--- config.mk ---
export PLATFORM = sky130hd
export DESIGN_NAME = sysid_check
export DESIGN_NICKNAME = d
export VERILOG_FILES = /design/src/rtl/sysid_check.sv
export SDC_FILE = /design/constraint.sdc
export NUM_CORES = 1
export LEC_CHECK = 0
export CAP_MARGIN = 20
export CORE_MARGIN = 3
export CORE_UTILIZATION = 51
export CTS_CLUSTER_DIAMETER = 100
export DETAILED_ROUTE_END_ITERATION = 10
export GPL_TIMING_DRIVEN = 0
export PLACE_DENSITY = 0.85
export SYNTH_ARGS = -nofsm -noshare
export SYNTH_HDL_FRONTEND = slang
export SYNTH_SLANG_ARGS = --single-unit
--- constraint.sdc ---
create_clock -name clock -period 3.5 [get_ports clock]
set_clock_uncertainty 0.1 [all_clocks]
set_input_delay 0.525 -clock clock [delete_from_list [all_inputs] [get_ports clock]]
set_output_delay 0.525 -clock clock [all_outputs]
set_load 0.02 [all_outputs]
--- src/rtl/sysid_check.sv ---
// Avalon-MM read master that fetches the system-ID and build-timestamp words
// from the sysid slave and flags whether both match the build-time values.
module sysid_check #(
  parameter logic [31:0] EXPECTED_ID        = 32'd0,
  parameter logic [31:0] EXPECTED_TIMESTAMP = 32'd1543892682,
  parameter int unsigned READ_LATENCY       = 0,
  parameter int unsigned TIMEOUT_CYCLES     = 255,
  parameter bit          AUTO_START         = 1'b1
) (
  input  logic        clock,
  input  logic        reset_n,
  input  logic        start,
  output logic        avm_address,
  output logic        avm_read,
  input  logic        avm_waitrequest,
  input  logic [31:0] avm_readdata,
  output logic [31:0] id_value,
  output logic [31:0] timestamp_value,
  output logic        busy,
  output logic        done,
  output logic        match,
  output logic        timeout
);

  localparam logic [15:0] TIMEOUT_C  = 16'(TIMEOUT_CYCLES);
  localparam bit          HAS_LAT_C  = (READ_LATENCY != 0);
  localparam logic [1:0]  LAT_LAST_C = (READ_LATENCY > 0) ? 2'(READ_LATENCY - 1) : 2'd0;

  typedef enum logic [2:0] {
    IDLE   = 3'd0,
    RD_ID  = 3'd1,
    LAT_ID = 3'd2,
    RD_TS  = 3'd3,
    LAT_TS = 3'd4,
    FINISH = 3'd5
  } state_t;

  state_t      state_r;
  logic        auto_pending_r;
  logic [15:0] stall_cnt_r;
  logic [1:0]  lat_cnt_r;

  logic accept_s;
  logic stall_s;
  logic stall_limit_s;
  logic start_req_s;
  logic lat_last_s;

  assign accept_s      = avm_read & ~avm_waitrequest;
  assign stall_s       = avm_read & avm_waitrequest;
  assign stall_limit_s = (stall_cnt_r == TIMEOUT_C);
  assign start_req_s   = start | auto_pending_r;
  assign lat_last_s    = (lat_cnt_r == LAT_LAST_C);

  // Check sequencer: issues both reads, tracks stalls/latency, grades the result.
  always_ff @(posedge clock or negedge reset_n) begin
    if (!reset_n) begin
      state_r         <= IDLE;
      auto_pending_r  <= AUTO_START;
      stall_cnt_r     <= 16'd0;
      lat_cnt_r       <= 2'd0;
      avm_address     <= 1'b0;
      avm_read        <= 1'b0;
      id_value        <= 32'd0;
      timestamp_value <= 32'd0;
      busy            <= 1'b0;
      done            <= 1'b0;
      match           <= 1'b0;
      timeout         <= 1'b0;
    end else begin
      done <= 1'b0;
      case (state_r)
        IDLE: begin
          if (start_req_s) begin
            state_r        <= RD_ID;
            auto_pending_r <= 1'b0;
            busy           <= 1'b1;
            match          <= 1'b0;
            timeout        <= 1'b0;
            avm_read       <= 1'b1;
            avm_address    <= 1'b0;
            stall_cnt_r    <= 16'd0;
          end else begin
            state_r <= IDLE;
          end
        end

        RD_ID: begin
          if (accept_s) begin
            if (HAS_LAT_C) begin
              avm_read  <= 1'b0;
              lat_cnt_r <= 2'd0;
              state_r   <= LAT_ID;
            end else begin
              id_value    <= avm_readdata;
              avm_address <= 1'b1;
              stall_cnt_r <= 16'd0;
              state_r     <= RD_TS;
            end
          end else if (stall_s) begin
            // Abort only once the limit is reached and the slave is still stalling.
            if (stall_limit_s) begin
              avm_read    <= 1'b0;
              avm_address <= 1'b0;
              timeout     <= 1'b1;
              match       <= 1'b0;
              done        <= 1'b1;
              busy        <= 1'b0;
              state_r     <= IDLE;
            end else begin
              stall_cnt_r <= stall_cnt_r + 16'd1;
            end
          end else begin
            state_r <= RD_ID;
          end
        end

        LAT_ID: begin
          if (lat_last_s) begin
            id_value    <= avm_readdata;
            avm_read    <= 1'b1;
            avm_address <= 1'b1;
            stall_cnt_r <= 16'd0;
            state_r     <= RD_TS;
          end else begin
            lat_cnt_r <= lat_cnt_r + 2'd1;
          end
        end

        RD_TS: begin
          if (accept_s) begin
            avm_read <= 1'b0;
            if (HAS_LAT_C) begin
              lat_cnt_r <= 2'd0;
              state_r   <= LAT_TS;
            end else begin
              timestamp_value <= avm_readdata;
              state_r         <= FINISH;
            end
          end else if (stall_s) begin
            if (stall_limit_s) begin
              avm_read    <= 1'b0;
              avm_address <= 1'b0;
              timeout     <= 1'b1;
              match       <= 1'b0;
              done        <= 1'b1;
              busy        <= 1'b0;
              state_r     <= IDLE;
            end else begin
              stall_cnt_r <= stall_cnt_r + 16'd1;
            end
          end else begin
            state_r <= RD_TS;
          end
        end

        LAT_TS: begin
          if (lat_last_s) begin
            timestamp_value <= avm_readdata;
            state_r         <= FINISH;
          end else begin
            lat_cnt_r <= lat_cnt_r + 2'd1;
          end
        end

        FINISH: begin
          match       <= (id_value == EXPECTED_ID) & (timestamp_value == EXPECTED_TIMESTAMP);
          done        <= 1'b1;
          busy        <= 1'b0;
          avm_address <= 1'b0;
          state_r     <= IDLE;
        end

        default: begin
          state_r     <= IDLE;
          avm_read    <= 1'b0;
          avm_address <= 1'b0;
          busy        <= 1'b0;
        end
      endcase
    end
  end

endmodule

==> impl_metrics.toml, run 1 <==
[detailed_routing]
wl_per_cell_um = 18.4
vias = 3159
first_pass_iters = 4
drc = 0
vias_per_cell = 5.66
totalWireLength_um = 10300
ant_nets = 0
drtIter0Drc = 183

[pwr]
leakagePower_nw = 2.35
power.total_mw = 5.12
ir_drop_mv = 0.666
power.density_nw_per_um2 = 904

[place]
port_buffers = 105
dp.cells = 542
pre_cts_ws_ps = 943
place_area_um2 = 5430
gp_congestion = 0.892
dp_hpwl_um = 7540

[run]
max_cap_violations = 0

[setup_path]
path_max_fanout = 10
crit_chain = "clkdlybuf4s50_1 -> nor3b_2 -> nand2_1 -> o21a_1 -> nor2_4 -> buf_4 -> mux2_2"
r2r_start = "lat_cnt_r[0]$_DFFE_PN0P_"
cp_data_required_time_ps = 3630
setup.worst_path.start = "avm_waitrequest"
path_buf_inv = 2
cp-end-kind = "flip-flop"
critPathLaunchType = "input port"
criticalPathCategory = "input port to flip-flop"
max_stage_delay_ps = 480
cp_slowest_cell = "clkdlybuf4s50_1"
cp.arrival_ps = 2350
crit_family = "buffers and inverters"

[logic_synthesis]
yosys_warnings = 0
synth_area_um2 = 4230
synth_area_per_cell_um2 = 12.7
synth_area_leaders = "dfrtp_1 (54%), mux2_2 (9.1%), mux2_1 (8.3%)"
yosysTopAreaCellShare_pct = 53.9
synth_top_cell_by_area = "dfrtp_1"
synthXorXnorAreaFrac_pct = 2.49
synth_compound_area_share_pct = 6.60
synth.net_count = 372
ys_types = 53
ys_dominant_reg_cell = "dfrtp_1"
postSynth.asyncResetShare_pct = 100
synthAdderAreaFrac_pct = 0.592
synthMuxAreaShare_pct = 17.3
synth_edf_count = 0
synth-simple-area-share_pct = 14.9
yosysSeqAreaShare_pct = 54.5
synth-seq-cells = 92
synthCells = 334
synth_top_family_by_area = "multiplexers"

[clocking]
postCtsSetupBuffers = 0
numCtsBuffers = 9
clk_latency_ps = 350
htreeDepth = 3
clk_pin_slew_ps = 100
hold_buffers = 0
root_buffer = "clkbuf_8"
ctsResizeCount = 0
cts_sinks = 92
clk_path_buf_depth = 2
cts_tree = "done"

[finish]
layoutNonFillerInstCount = 558
n_antenna_cell = 0
fill_cells = 536
finish.instance_area_um2 = 5660
ff_latch_area_um2 = 2300
multi_input_area_um2 = 1770
finalNetCount = 489
finish.utilization_pct = 71.8
areaGrowthSynthToFinish_pct = 34.0
drive_gt1_share_pct = 17.8

[die]
start_util_pct = 53.6
io_pins = 106
dieHeight_um = 97.0
rows = 32
die_w_um = 97.0
dieArea_um2 = 9410
design.core.area_um2 = 7890

[global_route]
grt-ovfl-total = 0
track_usage_pct = 22.2
grt_antenna_before_repair = 0
grt_pass1_wl_um = 16900
grt_max_degree = 64
grt_pass1_vias = 3339

[run_status]
status = "complete, but fails checks"
violations = "negative hold slack"

[timing]
worst_slack_ps = 1280
tns_ps = 0
fin_crit_sh_pct = 63.4
drv_slew = 0
rsz0062_at_grt = "false"
hold_ws_ps = -3.00
tightest_slew_ps = 516
setup_viol = 0
fin_crit_ps = 2220
finalHoldViolCount = 1
max_freq_mhz = 451
slew_headroom_pct = 65.3

[min_path]
hp-class = "input port to async pin"
[Yosys cell counts (3+ instances only)]
master / count
xor2_1: 9
nand3_1: 10
mux2_2: 34
a21oi_1: 7
nor4_1: 12
nor2_1: 26
and3_1: 3
nor3_1: 8
nand2_1: 16
buf_6: 7
a21o_1: 4
nand4_1: 9
clkbuf_1: 3
xnor2_1: 3
buf_4: 3
inv_1: 8
nor4b_1: 4
mux2_1: 31
o21ai_0: 5
dfrtp_1: 91
[worst paths after layout]
check	to	slack (ps)	depth (start not counted)
max	id_value[11]$_DFFE_PN0P_	1280	7
min	done$_DFF_PN0_	-3	1
max reg2reg	stall_cnt_r[14]$_DFFE_PN0P_	1430	8
min reg2reg	lat_cnt_r[0]$_DFFE_PN0P_	410	1
max in group asynchronous	id_value[11]$_DFFE_PN0P_	2670	2
min in group clock	lat_cnt_r[0]$_DFFE_PN0P_	410	1
[placed cells by master (no fill, tap or decap), drive strengths merged, types with 2 or more instances in the layout]
cell type and count:
a211oi 2, a21o 4, a21oi 8, a41oi 2
and3 3, and4 2, buf 12, bufinv 2
clkbuf 13, clkdlybuf4s50 104, clkinvlp 2, dfrtp 91
ha 2, inv 12, mux2 65, nand2 18
nand3 11, nand4 10, nand4b 2, nor2 27
nor3 8, nor3b 2, nor4 14, nor4b 4
o21a 2, o21ai 6, o2bb2ai 2, or4bb 2
xnor2 3, xor2 9
[worst reg2reg max path: stages, from the launching register on]
cell and delay, ps:
dfrtp_1 410, inv_1 60, ha_1 270, nand2_4 90, a311oi_4 440, buf_6 210, nand4_1 120, xnor2_1 180
nor2_1 50
[layout make-up]
cell class                      instances  area share, %
Buffer                                 13           1.99
Clock buffer                           10           2.43
Clock inverter                          6           1.68
Inverter                               10          0.663
Multi-Input combinational cell        219           31.3
Sequential cell                        92           40.7
Tap cell                              102           2.25
Timing Repair Buffer                  106           19.0
[state kept, by name (all words and copies together) (netlist names)]
register         count
auto_pending_r       1
avm_address          1
avm_read             1
busy                 1
done                 1
id_value            32
lat_cnt_r            2
match                1
stall_cnt_r         16
state_r              3
timeout              1
timestamp_value     32
[where the power goes]
| group | internal (mW) | switching [mW] | total [mW] | leakage (nW) |
|---|---|---|---|---|
| clock network | 0.429 | 0.388 | 0.818 | 0.111 |
| registers | 1.49 | 0.379 | 1.87 | 1.12 |
| logic | 1.24 | 1.19 | 2.43 | 1.12 |
[per-layer routing]
metal | share of wire [%] | global-route usage [%] | vias up
met5 | 0 | 0 | -
met4 | 1.9 | 7.67 | 0
met3 | 8.7 | 6.85 | 16
met2 | 49 | 36.4 | 121
met1 | 41 | 27.9 | 1572
li1 | - | - | 1450
[cells by family after synthesis]
| kind of cell | Yosys count |
|---|---|
| XOR/XNOR | 12 |
| flip-flops | 92 |
| buffers and inverters | 23 |
| adder cells (fa/ha/maj) | 2 |
| multiplexers | 65 |
| AND/OR/NAND/NOR | 106 |
| AO/OA/AOI/OAI | 34 |
(Power assumes the default switching activity.)
==> run 2: changes to the inputs <==
CORE_UTILIZATION = 49   (was 51)
PLACE_DENSITY = 0.83   (was 0.85)
clock period = 2.3 ns   (was 3.5 ns; I/O delays follow)
==> run 2 against run 1 <==
The run now ends clean. Flip-flop and latch count stayed put. Global-route usage decreased by 0.84 points. Combinational power increased by 51%. First-iteration DRC count is 48% lower. Sequential power rose by 51%. Worst hold slack improved by 310 ps. Highest routed layer unchanged.
==> impl_metrics.toml, run 2 (synthesized netlist as in run 1, its figures left out) <==
[pwr]
power.total_mw = 7.61
swShare_pct = 38.8
leakagePower_nw = 2.34
p_int_mw = 4.66
clkPwrFrac_pct = 14.4
combPwrFrac_pct = 48.3
p_seq_share_pct = 37.2
ir_drop_mv = 0.866
power.net_switching_mw = 2.95
power.density_nw_per_um2 = 1350

[setup_path]
cp_slowest_cell = "a311oi_4"
r2r_start = "lat_cnt_r[0]$_DFFE_PN0P_"
path_max_fanout = 10
setup.worst_path.start = "lat_cnt_r[0]$_DFFE_PN0P_"
r2r_cells = 8
path_depth = 8
crit_family = "compound AO/OA/AOI/OAI gates"
critPathCapture = "stall_cnt_r[2]$_DFFE_PN0P_"
timing.rr.end = "stall_cnt_r[2]$_DFFE_PN0P_"
criticalPathCategory = "flip-flop to flip-flop"
max_stage_delay_ps = 460
crit_chain = "inv_1 -> ha_1 -> nand2_4 -> a311oi_4 -> buf_6 -> nand3_1 -> xor2_1 -> nor2_1"
cp.arrival_ps = 2200
cp-end-kind = "flip-flop"
path_buf_inv = 2
cp_data_required_time_ps = 2430
critPathLaunchType = "flip-flop"
reg2reg_setup_slack_ps = 240

[min_path]
hp-class = "input port to async pin"

[die]
design.core.area_um2 = 8300
io_pins = 106
dieArea_um2 = 9770
rows = 33
start_util_pct = 50.9
dieHeight_um = 98.9
die_w_um = 98.9

[detailed_routing]
totalWireLength_um = 10000
ant_nets = 0
drc = 0
vias_per_cell = 5.57
wl_per_cell_um = 17.9
vias = 3127
first_pass_iters = 4
drtIter0Drc = 95

[place]
dp_hpwl_um = 7430
port_buffers = 105
gp_congestion = 0.870

[timing]
slew_headroom_pct = 69.2
finalHoldViolCount = 0
fin_crit_sh_pct = 89.7
drv_slew = 0
setup_viol = 0
max_freq_mhz = 485
hold_ws_ps = 304
fin_crit_ps = 2060
rsz0062_at_grt = "false"
tightest_slew_ps = 462

[clocking]
clk_latency_ps = 370
postCtsSetupBuffers = 0
cts_tree = "done"
clk_pin_slew_ps = 90
numCtsBuffers = 9
ctsResizeCount = 0
cts_sinks = 92
htreeDepth = 3
clk_path_buf_depth = 2
root_buffer = "clkbuf_8"
hold_buffers = 1

[finish]
drive_gt1_share_pct = 17.5
areaGrowthSynthToFinish_pct = 33.4
finalNetCount = 490
mostFrequentLayoutCells = "clkdlybuf4s50_1 (104), dfrtp_1 (91), mux2_2 (34), mux2_1 (31), nor2_1 (26)"
fill_cells = 602
final_common_cell = "clkdlybuf4s50_1"
n_antenna_cell = 0
top_regs = "id_value: 32 flops, timestamp_value: 32 flops, stall_cnt_r: 16 flops"

[run_status]
status = "finished, final reports clean"

[global_route]
grt_max_degree = 75
grt_pass1_wl_um = 16600
grt-ovfl-total = 0
grt_pass1_vias = 3212
grt_antenna_before_repair = 0
track_usage_pct = 21.3

[run]
max_cap_violations = 0
-- run 2: cell count changes in the layout (fill, tap and decap cells not counted) --
cell | before | now
inv_8 | 1 | 0
bufinv_16 | 2 | 1
dlygate4sd3_1 | 0 | 1
clkbuf_8 | 10 | 9
inv_6 | 1 | 3
-- run 2: power groups by stage --
stage | clock, mW | combinational (mW) | sequential (mW)
6_report | 1.10 | 3.68 | 2.83
4_1_cts | 1.13 | 3.72 | 2.84
3_5_place_dp | 0 | 3.70 | 2.86
5_1_grt | 1.18 | 3.91 | 2.94
3_3_place_gp | 0 | 3.64 | 2.83
2_1_floorplan | 0 | 1.29 | 3.48
-- run 2: layout make-up --
| cell class | instances | area, um^2 | share of cell area (%) |
|---|---|---|---|
| Buffer | 13 | 113 | 2.00 |
| Inverter | 10 | 37.5 | 0.666 |
| Clock inverter | 6 | 71.3 | 1.26 |
| Clock buffer | 9 | 124 | 2.20 |
| Tap cell | 105 | 131 | 2.33 |
| Timing Repair Buffer | 107 | 1090 | 19.3 |
| Multi-Input combinational cell | 219 | 1770 | 31.4 |
| Sequential cell | 92 | 2300 | 40.9 |
-- run 2: through the flow --
step	std cells	setup TNS (ps)	util, %	instance area, um^2	worst slack (ps)
after floorplan	334	0	-	4230	446
final	561	0	67.9	5640	238
after global routing	561	0	67.9	5640	56.5
after detailed placement	545	-1850	65.5	5430	-76.7
after global placement	544	-230000	65.2	5410	-2500
after CTS	561	0	67.9	5640	222
-- run 2: worst min-delay path by stage --
stage	to	slack, ps	depth (start not counted)
2_1_floorplan	avm_address$_DFFE_PN0P_	-50	0
3_3_place_gp	lat_cnt_r[0]$_DFFE_PN0P_	360	1
3_5_place_dp	lat_cnt_r[0]$_DFFE_PN0P_	140	1
4_1_cts	lat_cnt_r[0]$_DFFE_PN0P_	300	2
5_1_grt	lat_cnt_r[0]$_DFFE_PN0P_	330	2
6_report	lat_cnt_r[0]$_DFFE_PN0P_	300	2
-- run 2: per-layer routing --
| layer | part of all wire, % | global-route usage (%) |
|---|---|---|
| met2 | 48 | 33.9 |
| met4 | 2.4 | 8.82 |
| met3 | 8.9 | 7.29 |
| met1 | 41 | 26.6 |
| met5 | 0 | 0 |
